$ cat src/rtl/ct_had_bkpt_sqc_pkg.sv
// Shared HAD definitions for the memory-breakpoint sequence controller.
package ct_had_bkpt_sqc_pkg;

  typedef enum logic [1:0] {
    SQC_OR  = 2'b00,
    SQC_AB  = 2'b01,
    SQC_BA  = 2'b10,
    SQC_AND = 2'b11
  } sqc_mode_e;

  typedef enum logic [1:0] {
    StIdle  = 2'b00,
    StArmed = 2'b01,
    StReq   = 2'b10,
    StHalt  = 2'b11
  } sqc_state_e;

endpackage

$ cat src/rtl/ct_had_bkpt_sqc.sv
// Level-four memory-breakpoint sequencing: combines A/B hits by HCR mode into one
// held debug request and keeps sticky per-breakpoint hit status.
module ct_had_bkpt_sqc
  import ct_had_bkpt_sqc_pkg::*;
(
  input  logic       cpuclk,
  input  logic       cpurst_b,
  input  logic       bkpta_inst_req,
  input  logic       bkpta_data_req,
  input  logic       bkptb_inst_req,
  input  logic       bkptb_data_req,
  input  logic [1:0] regs_xx_sqc_mode,
  input  logic       ctrl_sqc_en,
  input  logic       ctrl_sqc_ack,
  input  logic       rtu_yy_xx_dbgon,
  input  logic       x_sm_xx_update_dr_en,
  input  logic       ir_xx_hcr_reg_sel,
  input  logic       ir_xx_mbs_reg_sel,
  output logic       sqc_ctrl_dbgreq,
  output logic [1:0] sqc_ctrl_src,
  output logic       sqc_regs_armed,
  output logic [3:0] sqc_regs_mbs
);

  sqc_mode_e  mode;
  sqc_state_e state_q, state_d;
  logic       req_en;
  logic [3:0] raw_req;
  logic       hit_a, hit_b;
  logic       cfg_wr, mbs_clr;
  logic [1:0] src_q, src_d;
  logic [3:0] mbs_q, mbs_d;

  assign mode    = sqc_mode_e'(regs_xx_sqc_mode);
  assign req_en  = ctrl_sqc_en & ~rtu_yy_xx_dbgon;
  assign raw_req = {4{req_en}} & {bkptb_data_req, bkptb_inst_req,
                                  bkpta_data_req, bkpta_inst_req};
  assign hit_a   = raw_req[0] | raw_req[1];
  assign hit_b   = raw_req[2] | raw_req[3];
  assign cfg_wr  = x_sm_xx_update_dr_en & ir_xx_hcr_reg_sel;
  assign mbs_clr = x_sm_xx_update_dr_en & ir_xx_mbs_reg_sel;

  // State register
  always_ff @(posedge cpuclk or negedge cpurst_b) begin
    if (!cpurst_b) begin
      state_q <= StIdle;
    end else begin
      state_q <= state_d;
    end
  end

  // Next-state logic
  always_comb begin
    state_d = state_q;
    unique case (state_q)
      StIdle: begin
        if (!cfg_wr) begin
          unique case (mode)
            SQC_OR:  if (hit_a | hit_b) state_d = StReq;
            SQC_AND: if (hit_a & hit_b) state_d = StReq;
            SQC_AB:  if (hit_a)         state_d = StArmed;
            SQC_BA:  if (hit_b)         state_d = StArmed;
          endcase
        end
      end
      StArmed: begin
        // A config write or loss of enable disarms; the completing hit loses to both.
        if (cfg_wr || !ctrl_sqc_en) begin
          state_d = StIdle;
        end else if ((mode == SQC_AB && hit_b) || (mode == SQC_BA && hit_a)) begin
          state_d = StReq;
        end
      end
      StReq: begin
        if (ctrl_sqc_ack || rtu_yy_xx_dbgon) state_d = StHalt;
      end
      StHalt: begin
        if (!rtu_yy_xx_dbgon) state_d = StIdle;
      end
    endcase
  end

  // Output decode from the registered state
  always_comb begin
    sqc_ctrl_dbgreq = (state_q == StReq);
    sqc_regs_armed  = (state_q == StArmed);
  end

  // Source capture on entry to REQ, held while in REQ, cleared otherwise
  always_comb begin
    src_d = src_q;
    if (state_d != StReq) begin
      src_d = 2'b00;
    end else if (state_q != StReq) begin
      src_d = (mode == SQC_OR) ? {hit_b, hit_a} : 2'b11;
    end
  end

  always_ff @(posedge cpuclk or negedge cpurst_b) begin
    if (!cpurst_b) begin
      src_q <= 2'b00;
    end else begin
      src_q <= src_d;
    end
  end

  assign sqc_ctrl_src = src_q;

  // Sticky hit status; a clear beats a same-cycle set
  always_comb begin
    mbs_d = mbs_q | raw_req;
    if (mbs_clr) mbs_d = 4'b0000;
  end

  always_ff @(posedge cpuclk or negedge cpurst_b) begin
    if (!cpurst_b) begin
      mbs_q <= 4'b0000;
    end else begin
      mbs_q <= mbs_d;
    end
  end

  assign sqc_regs_mbs = mbs_q;

endmodule

$ cat config.mk
export PLATFORM = sky130hd
export DESIGN_NAME = ct_had_bkpt_sqc
export DESIGN_NICKNAME = d
export VERILOG_FILES = /design/src/rtl/ct_had_bkpt_sqc_pkg.sv /design/src/rtl/ct_had_bkpt_sqc.sv
export SDC_FILE = /design/constraint.sdc
export NUM_CORES = 1
export LEC_CHECK = 0
export BUFFER_PORTS_ARGS = -buffer_cell sky130_fd_sc_hd__buf_2
export CAP_MARGIN = 25
export CELL_PAD_IN_SITES_DETAIL_PLACEMENT = 1
export CELL_PAD_IN_SITES_GLOBAL_PLACEMENT = 1
export CORE_MARGIN = 3
export CORE_UTILIZATION = 31
export CTS_CLUSTER_DIAMETER = 120
export DETAILED_ROUTE_END_ITERATION = 6
export PLACE_DENSITY_LB_ADDON = 0.2
export SETUP_SLACK_MARGIN = 0.3
export SYNTH_ARGS = -nofsm -noshare
export SYNTH_HDL_FRONTEND = slang
export SYNTH_SLANG_ARGS = --single-unit
$ cat constraint.sdc
create_clock -name cpuclk -period 1.5 [get_ports cpuclk]
set_input_delay 0.225 -clock cpuclk [delete_from_list [all_inputs] [get_ports cpuclk]]
set_output_delay 0.225 -clock cpuclk [all_outputs]
set_load 0.01 [all_outputs]
== After elaboration in Yosys (flattened, before gate mapping) ==
Index checks and enable logic that the tools add are counted.
Word-level totals
  bits in registers: 8
  input port bits: 14
  logic and storage cells: 45
  output and inout bits: 8
Operators by class
  equal/unequal tests: 8
  multiplexer cells: 15
  reductions and logical operators: 9
  bitwise operators: 10
Operators with widths (count)
  2-bit 2-to-1 mux: 12
  2-bit case mux with 4 select lines: 2
  2-bit == test (second input constant): 4
  1-bit bitwise AND: 4
  4-bit bitwise AND: 1
  2-bit by 1-bit == test with 1-bit output (second input constant): 2
  2-bit zero test: 2
  4-bit 2-to-1 mux: 1
  2-bit != test (second input constant): 2
  4-bit bitwise OR: 1
  1-bit logical OR: 3
  1-bit bitwise OR: 3
  1-bit logical AND: 2
  2-bit nonzero test: 1
  1-bit zero test: 1
  1-bit inverter: 1

== Logic depth before layout (Yosys ltp) ==
  depth after elaboration: 11
  mapped depth: 6
  depth with buffers taken out: 5

== Worst setup path after synthesis ==
OpenSTA, ideal clock, no wires.
  kind: input-to-reg
  start: input port rtu_yy_xx_dbgon
  end: register src_q[0], in the netlist sqc_ctrl_src[0]
  setup time: 0.086 ns
  arrival: 1.439 ns
  data required time: 1.414 ns
  path slack: -0.025 ns
  buffers on the path: 1
  cell stages on the path: 6
  cells stage by stage: nand2b_4 -> buf_6 -> or3_4 -> a21bo_1 -> a32o_1 -> nor3_1
On the way
  cells in the longest elaborated chain, start to end: 11
  elaborated cells between the ends (all ways): 27
  those cells by class: 1 x eq/ne; 14 x mux; 7 x bitwise; 5 x reduce/logical
Ends and longest elaborated chain
  from (decl): RTL line ct_had_bkpt_sqc.sv:15  | input logic rtu_yy_xx_dbgon,
  1-bit inverter: RTL line ct_had_bkpt_sqc.sv:35  | assign req_en = ctrl_sqc_en & ~rtu_yy_xx_dbgon;
  1-bit bitwise AND: RTL line ct_had_bkpt_sqc.sv:35
  4-bit bitwise AND: RTL line ct_had_bkpt_sqc.sv:36  | assign raw_req = {4{req_en}} & {bkptb_data_req, bkptb_inst_req,
  1-bit bitwise OR (on tied branches): RTL line ct_had_bkpt_sqc.sv:38, ct_had_bkpt_sqc.sv:39
  1-bit bitwise AND (tied with other cells): RTL line ct_had_bkpt_sqc.sv:60  | SQC_AND: if (hit_a & hit_b) state_d = StReq;
  2-bit 2-to-1 mux (tied with other cells): RTL line ct_had_bkpt_sqc.sv:60
  2-bit case mux with 4 select lines / 2-bit 2-to-1 mux (equally long branches): RTL line ct_had_bkpt_sqc.sv:58, ct_had_bkpt_sqc.sv:70
  2-bit 2-to-1 mux (on tied branches): RTL line ct_had_bkpt_sqc.sv:57, ct_had_bkpt_sqc.sv:68
  2-bit case mux with 4 select lines: RTL line ct_had_bkpt_sqc.sv:55  | unique case (state_q)
  2-bit != test: RTL line ct_had_bkpt_sqc.sv:92  | if (state_d != StReq) begin
  2-bit 2-to-1 mux / 2-bit nonzero test (equally long branches)
  to (signal assigned): RTL line ct_had_bkpt_sqc.sv:103  | src_q <= src_d;
  to (decl): RTL line ct_had_bkpt_sqc.sv:31  | logic [1:0] src_q, src_d;
Several ways; a longest one is shown, not always the timed one. The select of a mux whose other input is x is not followed.
A chain may end at the register's enable or synchronous reset.

== Worst setup path after layout ==
  start: register state_q[0]
  end: register src_q[0], in the netlist sqc_ctrl_src[0]
On the way
  cells in the longest elaborated chain, start to end: 6
  elaborated cells between the ends (all ways): 19
  those cells by class: 5 x eq/ne; 12 x mux; 2 x reduce/logical
Ends and longest elaborated chain
  from (decl): RTL line ct_had_bkpt_sqc.sv:26  | sqc_state_e state_q, state_d;
  from (signal assigned): RTL line ct_had_bkpt_sqc.sv:46  | state_q <= StIdle;
  from (signal assigned): RTL line ct_had_bkpt_sqc.sv:48  | state_q <= state_d;
  2-bit 2-to-1 mux (on tied branches)
  2-bit case mux with 4 select lines: RTL line ct_had_bkpt_sqc.sv:58  | unique case (mode)
  2-bit 2-to-1 mux: RTL line ct_had_bkpt_sqc.sv:57  | if (!cfg_wr) begin
  2-bit case mux with 4 select lines: RTL line ct_had_bkpt_sqc.sv:55
  2-bit != test: RTL line ct_had_bkpt_sqc.sv:92
  2-bit 2-to-1 mux / 2-bit nonzero test (equally long branches)
Several ways; a longest one is shown, not always the timed one.

==> impl_metrics.csv <==
group,metric,value,unit
floorplanning,dieArea,2040,um^2
timing,fmax,695,MHz
worst_setup_path,critPathRequiredTime,1670,ps
global_route,antenna_found_initial,0,
detailed_routing,initialDrtViolationCount,6,
synthesis,syn_area,475,um^2
floorplanning,ioPinCount,22,
clocking,cts_tree,"done",
global_route,track_usage,14.9,%
timing,setup_tns,0,ps
pwr,seqPwrFrac,31.7,%
placed_design,portBuffers,21,
finish,fillers,173,
clocking,root_buffer,"clkbuf_4",
pwr,p_switching,0.384,mW
worst_setup_path,cp_max_fo,3,
timing,slew_headroom,78.3,%
detailed_routing,drc_errors,0,
placed_design,place_inst,90,
clocking,cts_buffers,3,
placed_design,dp_hpwl,1130,um
timing,grt_setup_unrepaired,"yes",
synthesis,ys_ff_latch,8,
placed_design,placed_cell_area,604,um^2
pwr,vdd_ir_drop_max,736,uV
floorplanning,die_height,45.2,um
synthesis,synth_cell_types,24,
pwr,p_leak,0.341,nW
worst_hold_path,worstHoldPathType,"in -> reg",
synthesis,synth_top_area_cell,"dfrtp_1",
clocking,worst_skew_pair.late_latency,240,ps
detailed_routing,postRouteAntennaNets,0,
timing,worst_slack,62.2,ps
timing,finClkSkew,2.85,ps
clocking,cts.sink_count,8,
finish,drive_gt1_share,50.0,%
finish,finalNetCount,98,
timing,max_slew.worst_pin.slew,317,ps
timing,finalSetupViolations,0,
pwr,p_total,1.04,mW
worst_setup_path,startpoint_type,"flop",
timing,period_share,95.9,%
global_route,grt_overflow,0,
worst_setup_path,endpoint_kind,"flop",
synthesis,yosysSeqAreaShare,42.1,%
pwr,switching_share,36.7,%
status,outcome,"complete, no violations",
worst_setup_path,arrival,1610,ps
synthesis,ys_warn_count,0,
detailed_routing,postRouteWirelength,1450,um
detailed_routing,vias,510,
global_route,grt_max_degree,9,
finish,areaGrowthSynthToFinish,46.6,%
synthesis,synth.net_count,67,
worst_setup_path,crit_type,"reg -> reg",
pwr,clock_power_share,15.0,%
floorplanning,num_rows,13,
detailed_routing,wl_per_cell,15.0,um
finish,final_cells,97,
run,cap_viol_max_count,0,
finish,post-route-cell-area,697,um^2
detailed_routing,viasPerCell,5.26,
synthesis,syn_inst,53,
synthesis,yosysTopAreaCellShare,42.1,%
detailed_routing,drt_pre_antenna_iters,3,
placed_design,placement.setup.worst_slack,-123,ps
timing,hold_viol,0,
floorplanning,start_util,34.8,%
global_route,grt_pass1_vias,507,
timing,fin_crit,1440,ps
floorplanning,coreArea,1370,um^2
pwr,p_per_area,1500,nW/um^2
synthesis,syn_avg_cell_area,8.97,um^2
clocking,cts.path.max_buffers,2,
pwr,power.internal,0.661,mW
finish,antenna-diode-count,0,
placed_design,place_congestion,0.746,
global_route,grt_pass1_wl,2220,um
floorplanning,die_w,45.2,um
synthesis,ys_top_cells_by_area,"dfrtp_1 (42%), a21oi_1 (9.5%), nor3_1 (4.2%), o21ai_0 (3.2%), nor2_1 (3.2%)",
pwr,p_comb_share,53.3,%
clocking,clk_pin_slew,50,ps
clocking,htreeDepth,1,
timing,slew_viol_final,0,
-- repair_timing --
item / CTS / global route
cloned: 0 / 0
endpoints found under the hold margin: 8 / 0
gates resized for setup: 2 / 8
hold buffers: 1 / 0
endpoints found under the setup margin: 4 / 6
buffers inserted: 1 / 2
-- layout make-up --
type	count	area, um^2	area share (%)
inverter	2	7.51	1.08
timing repair buffer	27	165	23.7
tap	15	18.8	2.69
multi-input combinational	42	283	40.6
clock buffer	3	22.5	3.23
sequential	8	200	28.7
-- worst max-delay path, stage by stage (launching register included) --
cell and delay, ps:
dfrtp_1 400, nor2b_4 170, and3_4 200, a21bo_1 200, a32o_2 290, nor3_2 110
-- Yosys cell counts --
cell and number:
nor2b_2 1, and2b_2 1, dfrtp_1 8, nand2b_1 2, nand2b_4 1, a2111oi_0 1, nor2_1 4, inv_1 2
a32o_1 1, or3_4 1, nand2_1 3, o22ai_1 2, o21ai_0 3, or2b_2 1, nor4_1 1, nor3_1 4
a21bo_1 1, nor2b_1 1, or3_1 2, a21oi_1 9, buf_6 1, a31oi_1 1, nor2_2 1, and3_2 1
-- cell families after synthesis --
| family | synth area share [%] |
|---|---|
| buffers and inverters | 3.95 |
| AO/OA/AOI/OAI | 22.6 |
| flip-flops | 42.1 |
| AND/OR/NAND/NOR | 31.3 |
-- flip-flops by register name, summed over array words and instances, names as in the netlist --
register	flops
sqc_regs_mbs	4
state_q	2
sqc_ctrl_src	2
-- through the flow --
stage / utilization (%) / hold WS (ps)
2_1_floorplan: - / -70.6
3_3_place_gp: 44.2 / 71.3
3_5_place_dp: 44.2 / 72.9
4_1_cts: 47.9 / 197
5_1_grt: 51.0 / 212
6_report: 51.0 / 204
-- cell usage in the layout (no fill, tap or decap) --
cell type	count
nor2_1	4
nor3_2	2
a31oi_1	1
nor4_1	1
or2b_4	1
nand2b_1	2
inv_2	1
a21bo_1	1
buf_2	19
and2b_2	1
clkbuf_4	3
or3_4	1
a2111oi_0	1
dlygate4sd3_1	1
a32o_2	1
a21oi_2	1
nand2b_4	1
and3_4	1
or3_1	2
inv_1	1
nor3_1	2
o21ai_1	1
o22ai_1	2
nand2_1	3
buf_4	5
o21ai_0	2
nor2b_4	1
buf_6	2
nor2b_1	1
nor2_2	1
a21oi_1	8
dfrtp_1	8
-- path summary, 6_finish.rpt --
| check | slack (ps) | start | to | cells past startpoint |
|---|---|---|---|---|
| worst min-delay path | 200 | ir_xx_mbs_reg_sel | sqc_regs_mbs[3]$_DFF_PN0_ | 2 |
| worst max register to register | 60 | state_q[0]$_DFF_PN0_ | sqc_ctrl_src[0]$_DFFE_PN0P_ | 5 |
| worst max-delay path | 60 | state_q[0]$_DFF_PN0_ | sqc_ctrl_src[0]$_DFFE_PN0P_ | 5 |
| min in group asynchronous | 340 | cpurst_b | sqc_regs_mbs[0]$_DFF_PN0_ | 2 |
| max in group asynchronous | 1000 | cpurst_b | sqc_regs_mbs[2]$_DFF_PN0_ | 2 |
| worst min register to register | 530 | sqc_regs_mbs[3]$_DFF_PN0_ | sqc_regs_mbs[3]$_DFF_PN0_ | 2 |
-- layer usage --
metal	vias up	track usage [%]	share of wire, %	wire, um
li1	254	-	-	-
met1	246	21.4	47	678
met2	10	22.3	50	728
met3	0	1.20	3.0	44
met4	0	7.02	0	0
met5	-	0	0	0
-- power by group through the flow --
stage / registers, mW / clock network, mW / logic [mW]
final: 0.331 / 0.157 / 0.557
after detailed placement: 0.326 / 0 / 0.390
after global routing: 0.336 / 0.178 / 0.602
after global placement: 0.324 / 0 / 0.385
after CTS: 0.319 / 0.166 / 0.447
after floorplan: 0.332 / 0 / 0.223
Power figures use the tool's default switching activity.
